===== config.mk =====
export PLATFORM = sky130hd
export DESIGN_NAME = m_led_matrix_scan
export DESIGN_NICKNAME = d
export VERILOG_FILES = /design/src/rtl/led_matrix_pkg.sv /design/src/rtl/m_scan_phase_cnt.sv /design/src/rtl/m_led_matrix_scan.sv
export SDC_FILE = /design/constraint.sdc
export NUM_CORES = 1
export LEC_CHECK = 0
export CAP_MARGIN = 25
export CORE_MARGIN = 2
export CORE_UTILIZATION = 55
export CTS_CLUSTER_SIZE = 8
export DETAILED_ROUTE_END_ITERATION = 8
export GPL_TIMING_DRIVEN = 0
export PLACE_DENSITY_LB_ADDON = 0.08
export SLEW_MARGIN = 20
export SYNTH_ARGS = -nofsm -noshare
export SYNTH_HDL_FRONTEND = slang
export SYNTH_SLANG_ARGS = --single-unit

===== constraint.sdc =====
create_clock -name clk -period 3.5 [get_ports clk]
set_input_delay 0.7 -clock clk [delete_from_list [all_inputs] [get_ports clk]]
set_output_delay 0.7 -clock clk [all_outputs]
set_load 0.03 [all_outputs]

===== src/rtl/led_matrix_pkg.sv =====
// Shared types and constants for the LED matrix column scanner.
package led_matrix_pkg;

    localparam int unsigned ROM_AW        = 6;
    localparam int unsigned ROW_W         = 10;
    localparam int unsigned DEF_CLK_DIV   = 25000;
    localparam int unsigned DEF_BLANK_CYC = 2;

    typedef enum logic [1:0] {
        ST_IDLE  = 2'd0,
        ST_BLANK = 2'd1,
        ST_SHOW  = 2'd2
    } scan_state_t;

    // Phase counter width: enough to hold the longer of the two reload values.
    function automatic int unsigned phase_width(input int unsigned clk_div,
                                                input int unsigned blank_cyc);
        int unsigned m;
        m = (clk_div > blank_cyc) ? clk_div : blank_cyc;
        return (m > 1) ? int'($clog2(m)) : 1;
    endfunction

endpackage


===== src/rtl/m_scan_phase_cnt.sv =====
// Loadable down-counter timing the BLANK and SHOW phases; tc_c flags zero.
module m_scan_phase_cnt #(
    parameter int unsigned W = 4
) (
    input  logic         clk,
    input  logic         rst,
    input  logic         clr,
    input  logic         load,
    input  logic [W-1:0] load_val,
    output logic         tc_c
);

    logic [W-1:0] cnt;

    always_ff @(posedge clk or posedge rst) begin
        if (rst) begin
            cnt <= '0;
        end else if (clr) begin
            cnt <= '0;
        end else if (load) begin
            cnt <= load_val;
        end else if (cnt != '0) begin
            cnt <= cnt - W'(1);
        end
    end

    assign tc_c = (cnt == '0);

endmodule


===== src/rtl/m_led_matrix_scan.sv =====
// Column-multiplexed LED matrix scanner: reads font ROM columns, strobes one
// column at a time with a blanking gap, and advances a scroll offset.
module m_led_matrix_scan
    import led_matrix_pkg::*;
#(
    parameter int unsigned CLK_DIV       = DEF_CLK_DIV,
    parameter int unsigned BLANK_CYC     = DEF_BLANK_CYC,
    parameter int unsigned N_COLS        = 8,
    parameter int unsigned SCROLL_FRAMES = 100
) (
    input  logic              clk,
    input  logic              rst,
    input  logic              en,
    output logic [ROM_AW-1:0] radr,
    input  logic [ROW_W-1:0]  dat,
    output logic [N_COLS-1:0] col_sel,
    output logic [ROW_W-1:0]  row_dat,
    output logic              frame_tick,
    output logic [ROM_AW-1:0] scroll_ofs
);

    localparam int unsigned PH_W  = phase_width(CLK_DIV, BLANK_CYC);
    localparam int unsigned COL_W = $clog2(N_COLS);
    localparam int unsigned FRM_W = (SCROLL_FRAMES > 1) ? $clog2(SCROLL_FRAMES) : 1;

    localparam logic [PH_W-1:0]   BLANK_LOAD = PH_W'(BLANK_CYC - 1);
    localparam logic [PH_W-1:0]   SHOW_LOAD  = PH_W'(CLK_DIV - 1);
    localparam logic [COL_W-1:0]  LAST_COL   = COL_W'(N_COLS - 1);
    localparam logic [FRM_W-1:0]  FRM_LAST   = FRM_W'(SCROLL_FRAMES - 1);
    localparam logic [N_COLS-1:0] COL_ONE    = N_COLS'(1);

    scan_state_t       state;
    logic [COL_W-1:0]  col;
    logic [FRM_W-1:0]  frm_cnt;

    logic              ph_tc;
    logic              ph_clr;
    logic              ph_load;
    logic [PH_W-1:0]   ph_val;

    logic [COL_W-1:0]  col_nxt;
    logic              scroll_step;
    logic [ROM_AW-1:0] ofs_nxt;

    m_scan_phase_cnt #(
        .W (PH_W)
    ) u_phase (
        .clk      (clk),
        .rst      (rst),
        .clr      (ph_clr),
        .load     (ph_load),
        .load_val (ph_val),
        .tc_c     (ph_tc)
    );

    // Next column / offset as seen by the BLANK phase that follows a SHOW exit.
    assign col_nxt     = (col == LAST_COL) ? '0 : col + COL_W'(1);
    assign scroll_step = (SCROLL_FRAMES != 0) && (col == LAST_COL) && (frm_cnt == FRM_LAST);
    assign ofs_nxt     = scroll_step ? scroll_ofs + ROM_AW'(1) : scroll_ofs;

    // Phase counter reloads on every state change; cleared while disabled.
    always_comb begin
        ph_clr  = 1'b0;
        ph_load = 1'b0;
        ph_val  = BLANK_LOAD;
        if (!en) begin
            ph_clr = 1'b1;
        end else begin
            case (state)
                ST_IDLE:  ph_load = 1'b1;
                ST_BLANK: begin
                    if (ph_tc) begin
                        ph_load = 1'b1;
                        ph_val  = SHOW_LOAD;
                    end
                end
                ST_SHOW:  ph_load = ph_tc;
                default:  ph_load = 1'b1;
            endcase
        end
    end

    always_ff @(posedge clk or posedge rst) begin
        if (rst) begin
            state      <= ST_IDLE;
            col        <= '0;
            frm_cnt    <= '0;
            radr       <= '0;
            col_sel    <= '0;
            row_dat    <= '0;
            frame_tick <= 1'b0;
            scroll_ofs <= '0;
        end else if (!en) begin
            // scroll_ofs deliberately held so a re-enable resumes in place
            state      <= ST_IDLE;
            col        <= '0;
            frm_cnt    <= '0;
            radr       <= '0;
            col_sel    <= '0;
            row_dat    <= '0;
            frame_tick <= 1'b0;
        end else begin
            frame_tick <= 1'b0;
            case (state)
                ST_IDLE: begin
                    state <= ST_BLANK;
                    radr  <= scroll_ofs;
                end
                ST_BLANK: begin
                    if (ph_tc) begin
                        state   <= ST_SHOW;
                        row_dat <= dat;
                        col_sel <= COL_ONE << col;
                    end
                end
                ST_SHOW: begin
                    if (ph_tc) begin
                        state   <= ST_BLANK;
                        col_sel <= '0;
                        col     <= col_nxt;
                        radr    <= ofs_nxt + ROM_AW'(col_nxt);
                        if (col == LAST_COL) begin
                            frame_tick <= 1'b1;
                            frm_cnt    <= scroll_step ? '0 : frm_cnt + FRM_W'(1);
                            scroll_ofs <= ofs_nxt;
                        end
                    end
                end
                default: state <= ST_IDLE;
            endcase
        end
    end

endmodule


==> results.cfg <==
[critical_path]
critPathMaxFanout = 9
critical-path-top-delay-family = simple AND/OR/NAND/NOR gates
startpoint = col[0]
worst-path-buf-inv = 0
critPathMaxStageDelay_ns = 0.50
ff2ff_path_depth = 12
crit_end = radr[2]
path_class = flip-flop to flip-flop
crit_path_end_kind = flip-flop
reg2reg_to = radr[2]
r2r_setup_slack_ns = 0.17
worstPathCellList = ha_1 -> ha_4 -> nand4b_1 -> or2_2 -> nand2_1 -> nand2_1 -> fa_1 -> xnor2_1 -> or3_1 -> a21oi_1 -> xnor2_1 -> a211oi_1
cp_slowest_cell = fa_1
path_depth = 12
r2r-start = col[0]
required_ns = 3.75
cp.arrival_ns = 3.58
start_kind = flip-flop

[synth]
synth_edf_count = 0
syn_avg_cell_area_sq_um = 9.10
ys_warn_count = 0
synth_top_area_frac = 0.445
syn_area_sq_um = 3260
yosysSeqAreaShare = 0.445
synth_fp_nets = 387
synth_common_cells = dfrtp_1 (58), nand2_1 (41), nor2_1 (31), a21oi_1 (23), o21ai_0 (23)
synth_seq_cells = 58
synthArstFlopShare = 1.00
synth.area.top_cells = dfrtp_1 (45%), ha_1 (5.8%), nand2_1 (4.7%)
synth.most_common_cell = dfrtp_1
syn_inst = 358
synth_ff_type = dfrtp_1
synth_top_area_cell = dfrtp_1
post_synth_num_cell_types = 49

[detailed_routing]
drt-initial-drc-count = 218
avgRoutedWirePerCell_microns = 15.4
routed_wl_microns = 7620
drc = 0
first_pass_iters = 4
vias = 2774
viasPerCell = 5.62
antenna_left = 0

[clock_network]
cts_tree = built
root_buffer = clkbuf_8
cts_sinks = 58
cts.hold.buffers_added = 0
numCtsBuffers = 9
htree_num_levels = 3
clk_latency_ns = 0.34
path_clk_slew_ns = 0.06
cts_buffer_depth = 2

[global_route]
antenna_found_initial = 0
grt_pass1_wl_microns = 12500
grt-ovfl-total = 0
grt_pass1_vias = 2624
grt_max_degree = 52
grt_usage = 0.252

[timing]
slew_violations = 0
finalCriticalPeriod_ns = 3.33
rsz0062_at_grt = false
max_slew_margin = 0.627
tns_ns = 0
max_clock_freq_ghz = 0.300
period_share = 0.951
worst_slew_pin_slew_ns = 0.558
fin_skew_ns = 0.00508
setup_viol = 0
final-hold-violation-count = 0

[floorplan]
ios = 44
die_w_microns = 81.0
start_util = 0.560
core_area_sq_um = 5820
rows = 28
dieArea_sq_um = 6560
die_h_microns = 81.0

[layout]
postLayoutCoreUtil = 0.694
regArea_sq_um = 1450
syn_to_final_growth_pct = 23.8
nFillCells = 469
insertedDiodeCount = 0
drive_above_1_share = 0.0811
final_nets = 443
multi_input_area_sq_um = 1670

[job]
maxCapViolCount = 0

[placed_design]
gp_congestion = 0.871
numPortBuffers = 42
dp_hpwl_microns = 5280

[power_and_ir_drop]
power.leakage_nw = 1.72
vdd_drop_max_mv = 0.387
p_per_area_nw_per_um2 = 642

[run_status]
status = finished, final reports clean

[worst_hold_path]
hold_class = flip-flop to flip-flop
[metrics by stage]
step	power [mW]	std cells	area [sq um]	setup WS (ns)	hold slack, ns
floorplan	1.65	358	3260	0.354	0.466
global placement	1.93	475	3770	-0.116	0.480
detailed placement	1.96	476	3800	-0.186	0.494
CTS	2.60	491	4000	0.0149	0.505
global route	2.77	494	4040	0.00772	0.537
finish	2.59	494	4040	0.172	0.498
[power breakdown]
part | internal [mW] | total [mW] | switching, mW | leakage [nW]
registers | 0.777 | 0.858 | 0.0817 | 0.797
clock network | 0.367 | 0.629 | 0.262 | 0.101
logic | 0.432 | 1.10 | 0.672 | 0.826
total | 1.58 | 2.59 | 1.02 | 1.72
[cell type report]
type                            instances  area share
Clock inverter                          2     0.00868
Sequential cell                        58       0.360
Timing Repair Buffer                   46       0.117
Multi-Input combinational cell        262       0.414
Tap cell                               75      0.0232
Buffer                                 17      0.0186
Clock buffer                           14      0.0403
Inverter                               20      0.0192
[cell usage in the layout (no fill, tap or decap), types with 4 or more instances in the layout]
| cell | netlist | final |
|---|---|---|
| clkdlybuf4s50_1 | 0 | 42 |
| o21ai_0 | 23 | 23 |
| xnor2_1 | 15 | 15 |
| clkbuf_8 | 0 | 11 |
| nor2_1 | 31 | 30 |
| xor2_1 | 11 | 11 |
| nand2_1 | 41 | 41 |
| ha_1 | 15 | 14 |
| or3_1 | 7 | 7 |
| a21oi_1 | 23 | 23 |
| dfrtp_1 | 58 | 57 |
| clkbuf_1 | 13 | 15 |
| mux2i_1 | 5 | 5 |
| a211oi_1 | 4 | 4 |
| nand3_1 | 18 | 18 |
| inv_1 | 20 | 19 |
| or4_1 | 4 | 4 |
| a31oi_1 | 7 | 7 |
| nor2b_1 | 4 | 4 |
| nand4_1 | 8 | 8 |
| nor3_1 | 5 | 5 |
[kinds of logic after synthesis]
| group | count (synthesis) | share of synthesized area |
|---|---|---|
| adders and majority gates | 16 | 0.0637 |
| xor gates and xnor gates | 26 | 0.0699 |
| muxes | 8 | 0.0257 |
| buffers and inverters | 38 | 0.0472 |
| DFF | 58 | 0.445 |
| and+or+nand+nor | 143 | 0.227 |
| AOI/OAI and AO/OA | 69 | 0.121 |
[tightest hold or removal path: cells and delay by family (launching register included)]
kind | cells | cell delay, ns
flip-flops | 1 | 0.36
AND/OR/NAND/NOR | 2 | 0.11
[metal layers]
metal | GRT usage | part of all wire | vias to the layer above
li1 | - | - | 1352
met1 | 0.335 | 0.46 | 1344
met2 | 0.404 | 0.48 | 67
met3 | 0.0678 | 0.046 | 11
met4 | 0.0780 | 0.012 | 0
met5 | 0 | 0 | -
[worst min path at each step]
stage	start	to	slack, ns	cells after the start
finish	frm_cnt[1]	frm_cnt[1]	0.50	2
global route	frm_cnt[1]	frm_cnt[1]	0.54	2
CTS	frm_cnt[1]	frm_cnt[1]	0.51	2
detailed placement	frm_cnt[1]	frm_cnt[1]	0.49	2
global placement	frm_cnt[1]	frm_cnt[1]	0.48	2
floorplan	frm_cnt[1]	frm_cnt[1]	0.47	2
[sequential cells by signal (all words and copies together), names as in the netlist]
register / flops
row_dat: 10
frame_tick: 1
u_phase.cnt: 15
frm_cnt: 7
col: 3
state: 2
col_sel: 8
scroll_ofs: 6
radr: 6
[what timing repair did]
action,CTS,global route
setup endpoints to repair,4,4
buffers inserted,0,3
pin swaps,0,1
resized for setup,2,2
No activity file was read; power rests on OpenSTA's default activity.
